<file path="src/rtl/dma_utils_pkg.sv">
// Shared DMA helpers: default geometry macros and FIFO counter sizing.
`ifndef DMA_FIFO_DEPTH
`define DMA_FIFO_DEPTH 8
`endif
`ifndef DMA_DATA_WIDTH
`define DMA_DATA_WIDTH 64
`endif

package dma_utils_pkg;

    function automatic int fifo_cnt_w(input int cap);
        return $clog2(cap + 1);
    endfunction

    function automatic int fifo_ptr_w(input int slots);
        return (slots > 1) ? $clog2(slots) : 1;
    endfunction

endpackage

</file>
<file path="src/rtl/dma_fifo_out_stage.sv">
// Single-entry valid/ready register used as the optional FIFO output stage.
module dma_fifo_out_stage #(
    parameter int WIDTH = 32
) (
    input  logic             clk,
    input  logic             rst,
    input  logic             flush_i,
    input  logic             in_valid,
    output logic             in_ready,
    input  logic [WIDTH-1:0] in_data,
    output logic             out_valid,
    input  logic             out_ready,
    output logic [WIDTH-1:0] out_data
);

    logic             vld;
    logic [WIDTH-1:0] data;

    assign in_ready  = ~vld | out_ready;
    assign out_valid = vld;
    assign out_data  = data;

    always_ff @(posedge clk or negedge rst) begin
        if (!rst) begin
            vld  <= 1'b0;
            data <= '0;
        end else if (flush_i) begin
            vld <= 1'b0;
        end else if (in_ready) begin
            vld <= in_valid;
            if (in_valid) data <= in_data;
        end
    end

endmodule

</file>
<file path="src/rtl/dma_fifo_hs.sv">
// DMA data buffer with ready/valid on both sides, any depth >= 2,
// optional registered output, programmable level flags and flush.
module dma_fifo_hs
    import dma_utils_pkg::*;
#(
    parameter int SLOTS     = `DMA_FIFO_DEPTH,
    parameter int WIDTH     = `DMA_DATA_WIDTH,
    parameter int OUT_REG   = 0,
    parameter int AF_THRESH = SLOTS + OUT_REG - 1,
    parameter int AE_THRESH = 1
) (
    input  logic                                   clk,
    input  logic                                   rst,
    input  logic                                   flush_i,
    input  logic                                   wr_valid_i,
    output logic                                   wr_ready_o,
    input  logic [WIDTH-1:0]                       wr_data_i,
    output logic                                   rd_valid_o,
    input  logic                                   rd_ready_i,
    output logic [WIDTH-1:0]                       rd_data_o,
    output logic                                   full_o,
    output logic                                   empty_o,
    output logic                                   almost_full_o,
    output logic                                   almost_empty_o,
    output logic [fifo_cnt_w(SLOTS+OUT_REG)-1:0]   ocup_o,
    output logic [fifo_cnt_w(SLOTS+OUT_REG)-1:0]   free_o
);

    localparam int CAP = SLOTS + OUT_REG;
    localparam int PW  = fifo_ptr_w(SLOTS);
    localparam int CW  = fifo_cnt_w(SLOTS);
    localparam int OW  = fifo_cnt_w(CAP);

    localparam logic [PW-1:0] LAST  = PW'(SLOTS - 1);
    localparam logic [OW-1:0] CAP_V = OW'(CAP);
    localparam logic [OW-1:0] AF_V  = OW'(AF_THRESH);
    localparam logic [OW-1:0] AE_V  = OW'(AE_THRESH);

`ifndef NO_ASSERTIONS
    if (SLOTS < 2) begin : g_bad_slots
        $error("dma_fifo_hs: SLOTS must be >= 2");
    end
    if (AF_THRESH < 1 || AF_THRESH > CAP) begin : g_bad_af
        $error("dma_fifo_hs: AF_THRESH out of range 1..CAP");
    end
    if (AE_THRESH < 0 || AE_THRESH >= CAP) begin : g_bad_ae
        $error("dma_fifo_hs: AE_THRESH out of range 0..CAP-1");
    end
`endif

    logic [WIDTH-1:0] mem [SLOTS];
    logic [PW-1:0]    wr_ptr;
    logic [PW-1:0]    rd_ptr;
    logic [CW-1:0]    count;
    logic             arr_vld;
    logic             push;
    logic             pop;
    logic             stage_vld;
    logic [WIDTH-1:0] head;

    assign arr_vld    = (count != '0);
    assign full_o     = (ocup_o == CAP_V);
    assign wr_ready_o = rst & ~full_o & ~flush_i;
    assign push       = wr_valid_i & wr_ready_o;

    if (OUT_REG != 0) begin : g_oreg
        logic in_ready;

        dma_fifo_out_stage #(
            .WIDTH (WIDTH)
        ) u_out (
            .clk       (clk),
            .rst       (rst),
            .flush_i   (flush_i),
            .in_valid  (arr_vld),
            .in_ready  (in_ready),
            .in_data   (mem[rd_ptr]),
            .out_valid (stage_vld),
            .out_ready (rd_ready_i),
            .out_data  (head)
        );

        assign pop        = arr_vld & in_ready & ~flush_i;
        assign rd_valid_o = stage_vld;
    end else begin : g_ft
        assign stage_vld  = 1'b0;
        assign head       = mem[rd_ptr];
        assign rd_valid_o = arr_vld;
        assign pop        = arr_vld & rd_ready_i & ~flush_i;
    end

    // Gate the head so idle cycles never leak stale array contents.
    assign rd_data_o = rd_valid_o ? head : '0;

    assign ocup_o         = OW'(count) + OW'(stage_vld);
    assign free_o         = CAP_V - ocup_o;
    assign empty_o        = (ocup_o == '0);
    assign almost_full_o  = (ocup_o >= AF_V);
    assign almost_empty_o = (ocup_o <= AE_V);

    always_ff @(posedge clk) begin
        if (push) mem[wr_ptr] <= wr_data_i;
    end

    always_ff @(posedge clk or negedge rst) begin
        if (!rst) begin
            wr_ptr <= '0;
            rd_ptr <= '0;
            count  <= '0;
        end else if (flush_i) begin
            wr_ptr <= '0;
            rd_ptr <= '0;
            count  <= '0;
        end else begin
            if (push) wr_ptr <= (wr_ptr == LAST) ? '0 : wr_ptr + PW'(1);
            if (pop)  rd_ptr <= (rd_ptr == LAST) ? '0 : rd_ptr + PW'(1);
            if (push & ~pop)      count <= count + CW'(1);
            else if (pop & ~push) count <= count - CW'(1);
        end
    end

endmodule

</file>
<file path="config.mk">
export PLATFORM = sky130hd
export DESIGN_NAME = dma_fifo_hs
export DESIGN_NICKNAME = d
export VERILOG_FILES = /design/src/rtl/dma_utils_pkg.sv /design/src/rtl/dma_fifo_out_stage.sv /design/src/rtl/dma_fifo_hs.sv
export SDC_FILE = /design/constraint.sdc
export NUM_CORES = 1
export LEC_CHECK = 0
export CORE_UTILIZATION = 55
export CTS_CLUSTER_DIAMETER = 30
export CTS_CLUSTER_SIZE = 12
export DETAILED_ROUTE_END_ITERATION = 8
export PLACE_DENSITY_LB_ADDON = 0.05
export SLEW_MARGIN = 20
export SYNTH_ARGS = -nofsm -noshare
export SYNTH_HDL_FRONTEND = slang
export SYNTH_HIERARCHICAL = 1
export SYNTH_SLANG_ARGS = --single-unit
</file>
<file path="constraint.sdc">
create_clock -name clk -period 15.6 [get_ports clk]
set_input_delay 3.9 -clock clk [delete_from_list [all_inputs] [get_ports clk]]
set_output_delay 3.9 -clock clk [all_outputs]
set_load 0.03 [all_outputs]
</file>
## Word level (Yosys, flattened, before mapping)

Memory sizes are Yosys's and may differ from the RTL's.
Index checks and enable logic that the tools add are counted.

| word-level totals | value |
|---|---|
| memories | 1 |
| flip-flop bits (word level) | 10 |
| bits in writable memories | 512 |
| input bits | 69 |
| logic and storage cells | 42 |
| output and inout bits | 78 |

Memories:

| name | depth | width | read ports | clocked after memory_dff | wr ports | line | RTL |
|---|---|---|---|---|---|---|---|
| mem | 8 | 64 | 1 | 0 | 1 | dma_fifo_hs.sv:51 | `logic [WIDTH-1:0] mem [SLOTS];` |

| cells by class | value |
|---|---|
| multiplexer cells | 12 |
| order comparisons | 2 |
| eq/ne operators | 3 |
| add/sub/neg operators | 5 |
| bitwise operators | 11 |
| reductions and logical operators | 5 |

Operators by type and width:

| operator | number |
|---|---|
| 2-to-1 mux 64 bit | 1 |
| 2-to-1 mux 3 bit | 6 |
| 2-to-1 mux 4 bit | 3 |
| AND 1 bit | 7 |
| adder 3 x 1 -> 3 bit, second input constant | 2 |
| == test 3 bit, second input constant | 2 |
| adder 4 x 1 -> 4 bit, second input constant | 1 |
| == test 4 bit, second input constant | 1 |
| greater-or-equal comparator 4 x 3 -> 1 bit, second input constant | 1 |
| less-or-equal comparator 4 x 1 -> 1 bit, second input constant | 1 |
| logical NOT 4 bit | 1 |
| inverter 1 bit | 4 |
| nonzero test 2 bit | 2 |
| nonzero test 4 bit | 1 |
| subtractor 4 x 1 -> 4 bit, second input constant | 1 |
| subtractor 4 bit, first input constant | 1 |
| nonzero test 3 bit | 1 |
| 2-to-1 mux 1 bit | 2 |

## Logic depth before layout (Yosys ltp)

| depth | value |
|---|---|
| word-level depth | 10 |
| gate-level depth with buffers | 8 |

## Least setup slack after synthesis

OpenSTA, ideal clock, no wires.

| timing | value |
|---|---|
| path kind | input port to flip-flop |
| from | in flush_i |
| to | mem mem[2][0] in the netlist's numbering (enable) |
| arrival time | 11137 ps |
| buffers on the path | 1 |
| setup slack | 3796 ps |
| stages on the path | 4 |
| setup time | 667 ps |
| data required time | 14933 ps |
| path through | nand3b_1 or2_1 buf_2 nor4b_1 |

| between the ends | value |
|---|---|
| word-level cells in the longest chain between the ends | 5 |

RTL lines:

| element | line | RTL |
|---|---|---|
| start: declaration | dma_fifo_hs.sv:14 | `input logic flush_i,` |
| inverter 1 bit | dma_fifo_hs.sv:63 | `assign wr_ready_o = rst & ~full_o & ~flush_i;` |
| AND 1 bit | dma_fifo_hs.sv:63 |  |
| AND 1 bit | dma_fifo_hs.sv:64 | `assign push = wr_valid_i & wr_ready_o;` |
| 2-to-1 mux 1 bit | dma_fifo_hs.sv:102 | `if (push) mem[wr_ptr] <= wr_data_i;` |
| 2-to-1 mux 1 bit (not written as such) | dma_fifo_hs.sv:102 |  |
| end: declaration | dma_fifo_hs.sv:51 |  |

No other way between the ends.

## Worst setup path in the final report

| timing | value |
|---|---|
| from | in rst |
| to | out wr_ready_o |

| between the ends | value |
|---|---|
| word-level cells in the longest chain between the ends | 2 |

RTL lines:

| element | line | RTL |
|---|---|---|
| start: declaration | dma_fifo_hs.sv:13 | `input logic rst,` |
| AND 1 bit (2 in series) | dma_fifo_hs.sv:63 |  |
| end: declaration | dma_fifo_hs.sv:16 | `output logic wr_ready_o,` |

No other way between the ends.

==> results.cfg <==
[run_status]
run_status = finished with violations
violations = design-rule violations

[routing]
initialDrtViolationCount = 565
dr.pass1.iters = 7
drc_errors = 16
routed_wl_mm = 40.0
num_vias = 9613
viasPerCell = 5.76
ant_nets = 0
wl_per_cell_um = 24.0

[global_route]
grt_pass1_vias = 10400
grt_overflow = 0
grt_usage = 0.223
grt_max_degree = 68
antenna_found_initial = 2
grt_pass1_wl_mm = 61.3

[critical_path]
cp_data_required_time_ns = 11.70
path_max_fanout = 12
r2r_start = count[1]
worstPathCellList = clkdlybuf4s50_1 > nor3b_1 > clkdlybuf4s50_1
critPathCaptureType = primary output
r2r-end = mem[7][33]
crit_arrival_ns = 5.65
reg2reg_depth = 7
slowest_delay_ns = 0.80
r2r_slack_ns = 11.94
cp_slowest_cell = clkdlybuf4s50_1
critical_path_class = input port to primary output
start_kind = input port
path_common_cell = clkdlybuf4s50_1

[cts]
cts_tree = done
clk_latency_ns = 0.62
clockBufferDepth = 3
htreeDepth = 3
clock_sinks = 522
clkSlewWorstSetupHoldPaths_ns = 0.05
cts_resized = 0
cts_setup_buffers = 0
cts_made_buffers = 106
hold_buffers = 0
clockRootBuffer = clkbuf_16

[sta]
slew_headroom = 0.262
setup_viol = 0
fin_crit_ns = 9.55
hold_viol = 0
slew_violations = 0
worst_slack_ns = 6.05
tns_ns = 0
fmax_mhz = 105
worst_pin_slew_ns = 1.11
fin_worst_skew_ns = 0.0203
rsz0062_at_grt = false
fin_crit_sh = 0.612
fin_hold_ws_ns = 0.706

[layout]
final-seq-area_um2 = 15600
mostFrequentLayoutCells = 512 x edfxtp_1, 146 x clkdlybuf4s50_1, 128 x mux4_2
multi_input_area_um2 = 4330
final_area_um2 = 25700
fin_util = 0.718
drive_above_1_share = 0.274
final_common_cell = edfxtp_1
nFillCells = 2145
syn2layout_area_growth_pct = 27.6
layout.nets = 1200

[die]
pin_count = 147
dieArea_um2 = 37400
core-area_um2 = 35800
die_h_um = 193
die_x_um = 193
initial_utilization = 0.563
rows = 69

[synth]
ys_types = 42
netlist_area_um2 = 20200
ys_async_sr_fraction = 0.0192
ys_seq_area_frac = 0.775
synth_edf_count = 512
synth_top_area_frac = 0.763
yosys_warnings = 6
yosys-top-cells-area = edfxtp_1 76%, mux4_2 14%, mux2i_1 3.2%
synthDominantAreaCellType = edfxtp_1
syn_inst = 899
post_synth.cell_area_avg_um2 = 22.4
synth_seq_cells = 522
syn_nets = 976
synth-main-ff-cell = edfxtp_1

[min_path]
min_path_type = flop to flop
holdPathStages = 1
whs_endpoint = wr_ptr[0]
min_from = wr_ptr[0]

[placement]
gp_congestion = 0.707
dp_hpwl_mm = 19.3
io_buffers = 146
dpl_cell_area_um2 = 22100
pre_cts_ws_ns = 6.03

[power]
p_leak_uw = 0.00825
powerDensity_nw_per_um2 = 195
ir_drop_mv = 0.156

[job]
maxCapViolCount = 0
## state kept, by name, indices dropped and copies added, names as in the netlist
signal  count
count       4
wr_ptr      3
rd_ptr      3
mem       512
## cell usage after synthesis (2+ instances only)
master    number
nand2_1        7
nand2b_1       3
nor2_1        70
nor4_1         2
o21ai_0        3
mux4_2       128
nand3_1        3
mux2i_1       64
a21oi_1        2
nor3_1         4
inv_1          3
nor3b_1        3
edfxtp_1     512
xor2_1         2
buf_6          3
ha_1           8
nor2b_1        2
nor4b_1        2
buf_4          2
buf_1          4
nand3b_1       2
buf_2         29
clkbuf_1      12
xnor2_1        2
dfrtp_1       10
## cells by family (layout without fill, tap and decap cells)
group	count (synthesis)	in the layout	share of synthesized area
AO/OA/AOI/OAI	13	13	0.00515
AND/OR/NAND/NOR	104	104	0.0235
buffers and inverters	53	360	0.0132
adder cells (fa/ha/maj)	8	8	0.00496
multiplexers	195	195	0.177
other	0	1	0
flip-flops	522	522	0.775
XOR/XNOR	4	4	0.00174
## power by group
part / internal, uW / switching (uW) / total (uW)
sequential: 1570 / 47.4 / 1610
clock: 1490 / 693 / 2190
combinational: 552 / 675 / 1230
total: 3610 / 1420 / 5030
## worst max path at each step
| stage | from | to | slack, ns | cells past startpoint |
|---|---|---|---|---|
| finish | rst | wr_ready_o | 6.05 | 3 |
| global route | rst | wr_ready_o | 5.88 | 3 |
| CTS | rst | wr_ready_o | 6.03 | 3 |
| detailed placement | rst | wr_ready_o | 6.03 | 3 |
| global placement | rst | wr_ready_o | 6.02 | 3 |
| floorplan | flush_i | mem[2][0] | 3.80 | 4 |
## cell type report
type	count	area share
repair buffers	166	0.0634
clock buffers	124	0.108
well taps	461	0.0224
multi-input cells	324	0.168
inverters	3	0.000438
diodes	1	0.0000973
clock inverters	67	0.0295
flip-flops and latches	522	0.608
## metal layers
layer | GRT usage | vias up | part of all wire
met2 | 0.365 | 283 | 0.51
met1 | 0.296 | 5026 | 0.42
li1 | - | 4237 | -
met4 | 0.0836 | 2 | 0.021
met3 | 0.0502 | 65 | 0.052
met5 | 0 | - | 0.00033
## metrics by stage
step	power, uW	cells
after floorplan	2450	899
after global placement	2870	1475
after detailed placement	2870	1475
after CTS	5080	1666
after global routing	5210	1667
final	5030	1668
## critical path: cells and delay by family
family,cells,cell delay (ns)
buffers and inverters,2,1.50
AND/OR/NAND/NOR,1,0.25
No activity file was read; power rests on OpenSTA's default activity.
